[config.mk]
export PLATFORM = sky130hd
export DESIGN_NAME = exec_wb_stage_flat
export DESIGN_NICKNAME = d
export VERILOG_FILES = /design/src/rtl/exec_wb_stage_if.sv /design/src/rtl/exec_wb_stage.sv /design/src/flat_wrapper.sv
export SDC_FILE = /design/constraint.sdc
export NUM_CORES = 1
export LEC_CHECK = 0
export ABC_CLOCK_PERIOD_IN_PS = 3100
export CORE_ASPECT_RATIO = 0.9
export CORE_MARGIN = 2
export CORE_UTILIZATION = 51
export DETAILED_ROUTE_END_ITERATION = 12
export PLACE_DENSITY = 0.78
export SKIP_LAST_GASP = 1
export SLEW_MARGIN = 25
export SYNTH_ARGS = -nofsm -noshare
export SYNTH_HDL_FRONTEND = slang
export SYNTH_SLANG_ARGS = --single-unit
[constraint.sdc]
create_clock -name Clk -period 3.1 [get_ports Clk]
set_clock_uncertainty 0.15 [all_clocks]
set_input_delay 0.62 -clock Clk [delete_from_list [all_inputs] [get_ports Clk]]
set_output_delay 0.62 -clock Clk [all_outputs]
set_load 0.03 [all_outputs]
[src/rtl/exec_wb_stage_if.sv]
// ==== exec_wb_stage_if : issue handshake, register-file ports, status ====
// ==== Rev 1.0 ============================================================
`default_nettype none

interface exec_wb_stage_if;
  logic        In_Valid;
  logic        In_Ready;
  logic [2:0]  Op;
  logic [3:0]  Rs1;
  logic [3:0]  Rs2;
  logic [3:0]  Rd;
  logic        Hold;
  logic [3:0]  Re1;
  logic [3:0]  Re2;
  logic [15:0] D1;
  logic [15:0] D2;
  logic [3:0]  W;
  logic [15:0] Da;
  logic        WEn;
  logic        Zero;
  logic        Carry;
  logic [7:0]  Retired;

  modport slave (
    input  In_Valid, Op, Rs1, Rs2, Rd, Hold, D1, D2,
    output In_Ready, Re1, Re2, W, Da, WEn, Zero, Carry, Retired
  );

  modport master (
    output In_Valid, Op, Rs1, Rs2, Rd, Hold, D1, D2,
    input  In_Ready, Re1, Re2, W, Da, WEn, Zero, Carry, Retired
  );
endinterface

`default_nettype wire

[src/rtl/exec_wb_stage.sv]
// ==== exec_wb_stage : two-stage 16-bit ALU with EX/WB forwarding ====
// ==== Rev 1.0 =======================================================
`default_nettype none

module exec_wb_stage (
  input  logic           Clk,
  input  logic           Rst,
  exec_wb_stage_if.slave bus
);
  localparam logic [2:0] OP_ADD = 3'd0;
  localparam logic [2:0] OP_SUB = 3'd1;
  localparam logic [2:0] OP_AND = 3'd2;
  localparam logic [2:0] OP_OR  = 3'd3;
  localparam logic [2:0] OP_XOR = 3'd4;
  localparam logic [2:0] OP_SHL = 3'd5;
  localparam logic [2:0] OP_SHR = 3'd6;
  localparam logic [2:0] OP_MOV = 3'd7;

  logic        ex_valid;
  logic [2:0]  ex_op;
  logic [15:0] ex_a;
  logic [15:0] ex_b;
  logic [3:0]  ex_rd;
  logic [15:0] ex_result;
  logic        ex_carry;
  logic        ex_zero;

  logic        wb_valid;
  logic [3:0]  wb_rd;
  logic [15:0] wb_result;
  logic        wb_zero;
  logic        wb_carry;

  logic        zero_q;
  logic        carry_q;
  logic [7:0]  retired_q;

  logic        accept;
  logic        wen;
  logic [15:0] opnd_a;
  logic [15:0] opnd_b;

  assign accept       = bus.In_Valid & ~bus.Hold;
  assign wen          = wb_valid & ~bus.Hold;
  assign bus.In_Ready = ~bus.Hold;
  assign bus.Re1      = bus.Rs1;
  assign bus.Re2      = bus.Rs2;
  assign bus.W        = wb_rd;
  assign bus.Da       = wb_result;
  assign bus.WEn      = wen;
  assign bus.Zero     = zero_q;
  assign bus.Carry    = carry_q;
  assign bus.Retired  = retired_q;

  // The youngest producer wins: EX is newer than WB, which is newer than the file.
  always_comb begin
    opnd_a = bus.D1;
    if (ex_valid && (ex_rd == bus.Rs1))
      opnd_a = ex_result;
    else if (wb_valid && (wb_rd == bus.Rs1))
      opnd_a = wb_result;

    opnd_b = bus.D2;
    if (ex_valid && (ex_rd == bus.Rs2))
      opnd_b = ex_result;
    else if (wb_valid && (wb_rd == bus.Rs2))
      opnd_b = wb_result;
  end

  always_comb begin
    ex_result = 16'h0000;
    ex_carry  = 1'b0;
    case (ex_op)
      OP_ADD:  {ex_carry, ex_result} = {1'b0, ex_a} + {1'b0, ex_b};
      OP_SUB: begin
        ex_result = ex_a - ex_b;
        ex_carry  = (ex_a < ex_b);
      end
      OP_AND:  ex_result = ex_a & ex_b;
      OP_OR:   ex_result = ex_a | ex_b;
      OP_XOR:  ex_result = ex_a ^ ex_b;
      OP_SHL: begin
        ex_result = {ex_a[14:0], 1'b0};
        ex_carry  = ex_a[15];
      end
      OP_SHR: begin
        ex_result = {1'b0, ex_a[15:1]};
        ex_carry  = ex_a[0];
      end
      OP_MOV:  ex_result = ex_a;
      default: ex_result = 16'h0000;
    endcase
    ex_zero = (ex_result == 16'h0000);
  end

  always_ff @(posedge Clk or negedge Rst) begin
    if (!Rst) begin
      ex_valid <= 1'b0;
      ex_op    <= OP_ADD;
      ex_a     <= 16'h0000;
      ex_b     <= 16'h0000;
      ex_rd    <= 4'd0;
    end else if (!bus.Hold) begin
      ex_valid <= accept;
      if (accept) begin
        ex_op <= bus.Op;
        ex_a  <= opnd_a;
        ex_b  <= opnd_b;
        ex_rd <= bus.Rd;
      end
    end
  end

  always_ff @(posedge Clk or negedge Rst) begin
    if (!Rst) begin
      wb_valid  <= 1'b0;
      wb_rd     <= 4'd0;
      wb_result <= 16'h0000;
      wb_zero   <= 1'b0;
      wb_carry  <= 1'b0;
    end else if (!bus.Hold) begin
      wb_valid  <= ex_valid;
      wb_rd     <= ex_rd;
      wb_result <= ex_result;
      wb_zero   <= ex_zero;
      wb_carry  <= ex_carry;
    end
  end

  // Status reflects only instructions that actually reached the register file.
  always_ff @(posedge Clk or negedge Rst) begin
    if (!Rst) begin
      zero_q    <= 1'b0;
      carry_q   <= 1'b0;
      retired_q <= 8'd0;
    end else if (wen) begin
      zero_q    <= wb_zero;
      carry_q   <= wb_carry;
      retired_q <= retired_q + 8'd1;
    end
  end
endmodule

`default_nettype wire

[src/flat_wrapper.sv]
// flat-port wrapper written by rule: the top's interface ports become plain ports
module exec_wb_stage_flat 
  (Clk, Rst, bus_In_Valid, bus_Op, bus_Rs1, bus_Rs2, bus_Rd, bus_Hold, bus_D1, bus_D2, bus_In_Ready, bus_Re1, bus_Re2, bus_W, bus_Da, bus_WEn, bus_Zero, bus_Carry, bus_Retired);
  exec_wb_stage_if bus_i ();
  input  logic Clk;
  input  logic Rst;
  input wire logic [$bits(bus_i.In_Valid)-1:0] bus_In_Valid;
  input wire logic [$bits(bus_i.Op)-1:0] bus_Op;
  input wire logic [$bits(bus_i.Rs1)-1:0] bus_Rs1;
  input wire logic [$bits(bus_i.Rs2)-1:0] bus_Rs2;
  input wire logic [$bits(bus_i.Rd)-1:0] bus_Rd;
  input wire logic [$bits(bus_i.Hold)-1:0] bus_Hold;
  input wire logic [$bits(bus_i.D1)-1:0] bus_D1;
  input wire logic [$bits(bus_i.D2)-1:0] bus_D2;
  output wire logic [$bits(bus_i.In_Ready)-1:0] bus_In_Ready;
  output wire logic [$bits(bus_i.Re1)-1:0] bus_Re1;
  output wire logic [$bits(bus_i.Re2)-1:0] bus_Re2;
  output wire logic [$bits(bus_i.W)-1:0] bus_W;
  output wire logic [$bits(bus_i.Da)-1:0] bus_Da;
  output wire logic [$bits(bus_i.WEn)-1:0] bus_WEn;
  output wire logic [$bits(bus_i.Zero)-1:0] bus_Zero;
  output wire logic [$bits(bus_i.Carry)-1:0] bus_Carry;
  output wire logic [$bits(bus_i.Retired)-1:0] bus_Retired;
  assign bus_i.In_Valid = bus_In_Valid;
  assign bus_i.Op = bus_Op;
  assign bus_i.Rs1 = bus_Rs1;
  assign bus_i.Rs2 = bus_Rs2;
  assign bus_i.Rd = bus_Rd;
  assign bus_i.Hold = bus_Hold;
  assign bus_i.D1 = bus_D1;
  assign bus_i.D2 = bus_D2;
  assign bus_In_Ready = bus_i.In_Ready;
  assign bus_Re1 = bus_i.Re1;
  assign bus_Re2 = bus_i.Re2;
  assign bus_W = bus_i.W;
  assign bus_Da = bus_i.Da;
  assign bus_WEn = bus_i.WEn;
  assign bus_Zero = bus_i.Zero;
  assign bus_Carry = bus_i.Carry;
  assign bus_Retired = bus_i.Retired;
  exec_wb_stage u_core (.Clk(Clk), .Rst(Rst), .bus(bus_i));
endmodule
==> flow_summary_export.csv <==
group,metric,value,unit
detailed_routing,wl_per_cell,20.01,µm
synthesis,ys_top_cells_by_count,"nand2_1, dfrtp_1, o21ai_0",
synthesis,avgSynthCellArea,8.436,µm²
timing,hold_viol,0,
detailed_routing,wirelength,22.15,mm
placement,dp_slack,-0.07061,ns
die,die_area,13880,µm²
timing,slew_violations,0,
timing,postLayoutSetupSlackWorst,0.03171,ns
detailed_routing,drtIter0Drc,730,
grt,grt.total_usage,31.30,%
die,chipWidth,124.0,µm
timing,fin_tns_setup,0,ns
clock_network,cts_sinks,73,
placement,dp_hpwl,15.90,mm
timing,period_needed,3.068,ns
cells_and_area,area_growth,36.18,%
synthesis,yosysWarnings,0,
synthesis,syn-cell-area,6605,µm²
synthesis,synth_largest_area_cell,"dfrtp_1",
critical_path,path_class,"reg -> reg",
critical_path,endpoint_kind,"flop",
grt,overflow,0,
synthesis,synth_cell_types,77,
synthesis,synth_area_leaders,"dfrtp_1, ha_1, mux2_2, mux2i_1, o21ai_0",
timing,clock.fmax,325.9,MHz
detailed_routing,drc,0,
hold_path,hold_path.class,"in -> async",
die,pin_count,91,
critical_path,reg2reg_from,"u_core.ex_b[0]",
power,vdd_drop_max,0.0005215,V
grt,grt_pass1_vias,6295,
critical_path,path_max_fanout,3,
timing,rsz0062_at_grt,"true",
timing,whs,0.1661,ns
critical_path,crit_path_start,"u_core.ex_b[0]",
critical_path,critPathArrivalTime,3.17,ns
power,p_leak,3.855,nW
synthesis,synth_seq_cells,73,
detailed_routing,ant_nets,0,
detailed_routing,post_drt_via_cell_ratio,6.114,
synthesis,ys_dominant_reg_cell,"dfrtp_1",
critical_path,startpoint_type,"flop",
grt,grt_max_degree,54,
critical_path,cp.required,3.20,ns
synthesis,synth_edf_count,0,
clock_network,worstSkewPairLatency,0.34,ns
die,die_h,112.0,µm
placement,portBuffers,90,
power,power_density,692.8,nW/µm²
synthesis,syn-instance-count,783,
clock_network,cts_buffers,9,
clock_network,max-clock-path-buffers,2,
die,start_util,52.06,%
synthesis,syn-num-nets,885,
cells_and_area,final_nets,1041,
run,drv_cap,0,
die,core-area,12690,µm²
run_status,outcome,"completed",
clock_network,h-tree-depth,3,
cells_and_area,antenna_cells,0,
clock_network,ctsHoldBuffers,0,
timing,slew_headroom,51.97,%
clock_network,cts-root-buf,"clkbuf_16",
timing,setup_viol,0,
detailed_routing,vias,6768,
timing,tightest_slew,0.7205,ns
grt,use_met1,47.99,%
grt,met2_usage,45.79,%
clock_network,clkTransAtPathRegs,0.06,ns
cells_and_area,drive_above_1_share,25.56,%
die,row_count,39,
synthesis,synth_top_area_share,27.66,%
placement,gp_congestion,0.9568,
synthesis,seq_area_frac_synth,27.66,%
power,total_power,0.006232,W
cells_and_area,fin_util,70.90,%
synthesis,async_reset_ff_share,100.0,%
grt,grt_pass1_wl,33.78,mm
grt,top_usage_layer,"met1",
timing,period_share,98.98,%
synthesis,yosysMostFrequentCell,"nand2_1",
detailed_routing,drt-pass1-iter-count,6,
grt,gr-usage-met3,5.072,%
grt,antenna_found_initial,0,
clock_network,cts_tree,"built",
-- cell usage in the layout, fill, tap and decap left out, types with 4 or more instances in the layout --
cell,count
nor4_4,4
dfrtp_1,68
a21oi_1,48
a211oi_2,5
a221oi_1,4
nor2_1,52
ha_1,36
ha_2,6
clkbuf_16,9
mux2i_1,41
a22oi_1,6
dfrtp_2,5
buf_12,4
nor3_1,12
xnor2_1,18
nor2b_1,7
nand2_1,80
mux2_2,41
nand2b_1,8
ha_4,7
nand3_1,17
o2111ai_1,4
a21oi_2,4
o22ai_1,13
a21o_1,6
o21ai_0,61
a31oi_1,4
inv_1,49
buf_4,108
o21ai_1,17
clkdlybuf4s50_1,87
xor2_1,14
-- cell type report --
| class | instances | area, µm² |
|---|---|---|
| Clock buffer | 10 | 239.0 |
| Clock inverter | 5 | 103.9 |
| Fill cell | 932 | 3692 |
| Inverter | 52 | 197.7 |
| Multi-Input combinational cell | 603 | 4643 |
| Sequential cell | 73 | 1833 |
| Tap cell | 164 | 205.2 |
| Timing Repair Buffer | 200 | 1773 |
-- cell families (layout without fill, tap and decap cells) --
| kind of cell | after synthesis | in the layout | synth area share, % |
|---|---|---|---|
| AO/OA/AOI/OAI | 229 | 229 | 22.88 |
| AND/OR/NAND/NOR | 207 | 207 | 14.61 |
| buffers and inverters | 107 | 267 | 7.009 |
| multiplexers | 84 | 84 | 13.71 |
| flip-flops | 73 | 73 | 27.66 |
| adder cells (fa/ha/maj) | 51 | 51 | 9.888 |
| XOR/XNOR | 32 | 32 | 4.243 |
-- final timing paths --
check / endpoint / slack [ns] / cells after the start
hold / removal: u_core.bus.Da[13] / 0.17 / 1
max in group asynchronous: u_core.ex_a[7] / 2.01 / 2
hold reg to reg: u_core.bus.Retired[5] / 0.35 / 1
setup / recovery: u_core.wb_zero / 0.03 / 12
setup reg to reg: u_core.wb_zero / 0.03 / 12
min in group Clk: u_core.bus.Retired[5] / 0.35 / 1
-- critical path, stage by stage (launching register included) --
cell      delay [ns]
dfrtp_1         0.43
ha_2            0.23
fa_2            0.39
buf_4           0.16
a21oi_2         0.14
o211ai_1        0.13
o32ai_2         0.28
xnor2_1         0.20
o21ai_2         0.12
nor4bb_4        0.31
buf_4           0.16
nand4_1         0.10
o31ai_2         0.18
-- layer usage --
layer / vias up / wire length, µm
li1: 3096 / -
met1: 3218 / 9640
met2: 403 / 9682
met3: 51 / 2275
met4: 0 / 554
met5: - / 0
-- state kept, by name (all words and copies together), names as in the netlist, 3 cells and up --
signal,count
u_core.bus.W,4
u_core.bus.Da,16
u_core.bus.Retired,8
u_core.ex_rd,4
u_core.ex_a,16
u_core.ex_b,16
u_core.ex_op,3
-- power by group --
part / leakage [nW] / switching [W] / internal [W] / total, W
clock: 0.169 / 0.000410 / 0.000803 / 0.00121
sequential: 0.894 / 0.000271 / 0.00118 / 0.00145
combinational: 2.79 / 0.00199 / 0.00158 / 0.00357
total: 3.85 / 0.00267 / 0.00356 / 0.00623
-- stage by stage --
| stage | cell area, µm² | instances |
|---|---|---|
| final | 8995 | 1107 |
| after global routing | 8995 | 1107 |
| after CTS | 8638 | 1096 |
| after detailed placement | 8240 | 1079 |
| after global placement | 8240 | 1079 |
| after floorplan | 6605 | 783 |
-- timing repair --
action / in CTS / in global routing
pin swaps: 3 / 22
setup buffers: 2 / 11
gates resized for setup: 11 / 61
endpoints found under the setup margin: 7 / 26
No activity file was read; power rests on OpenSTA's default activity.
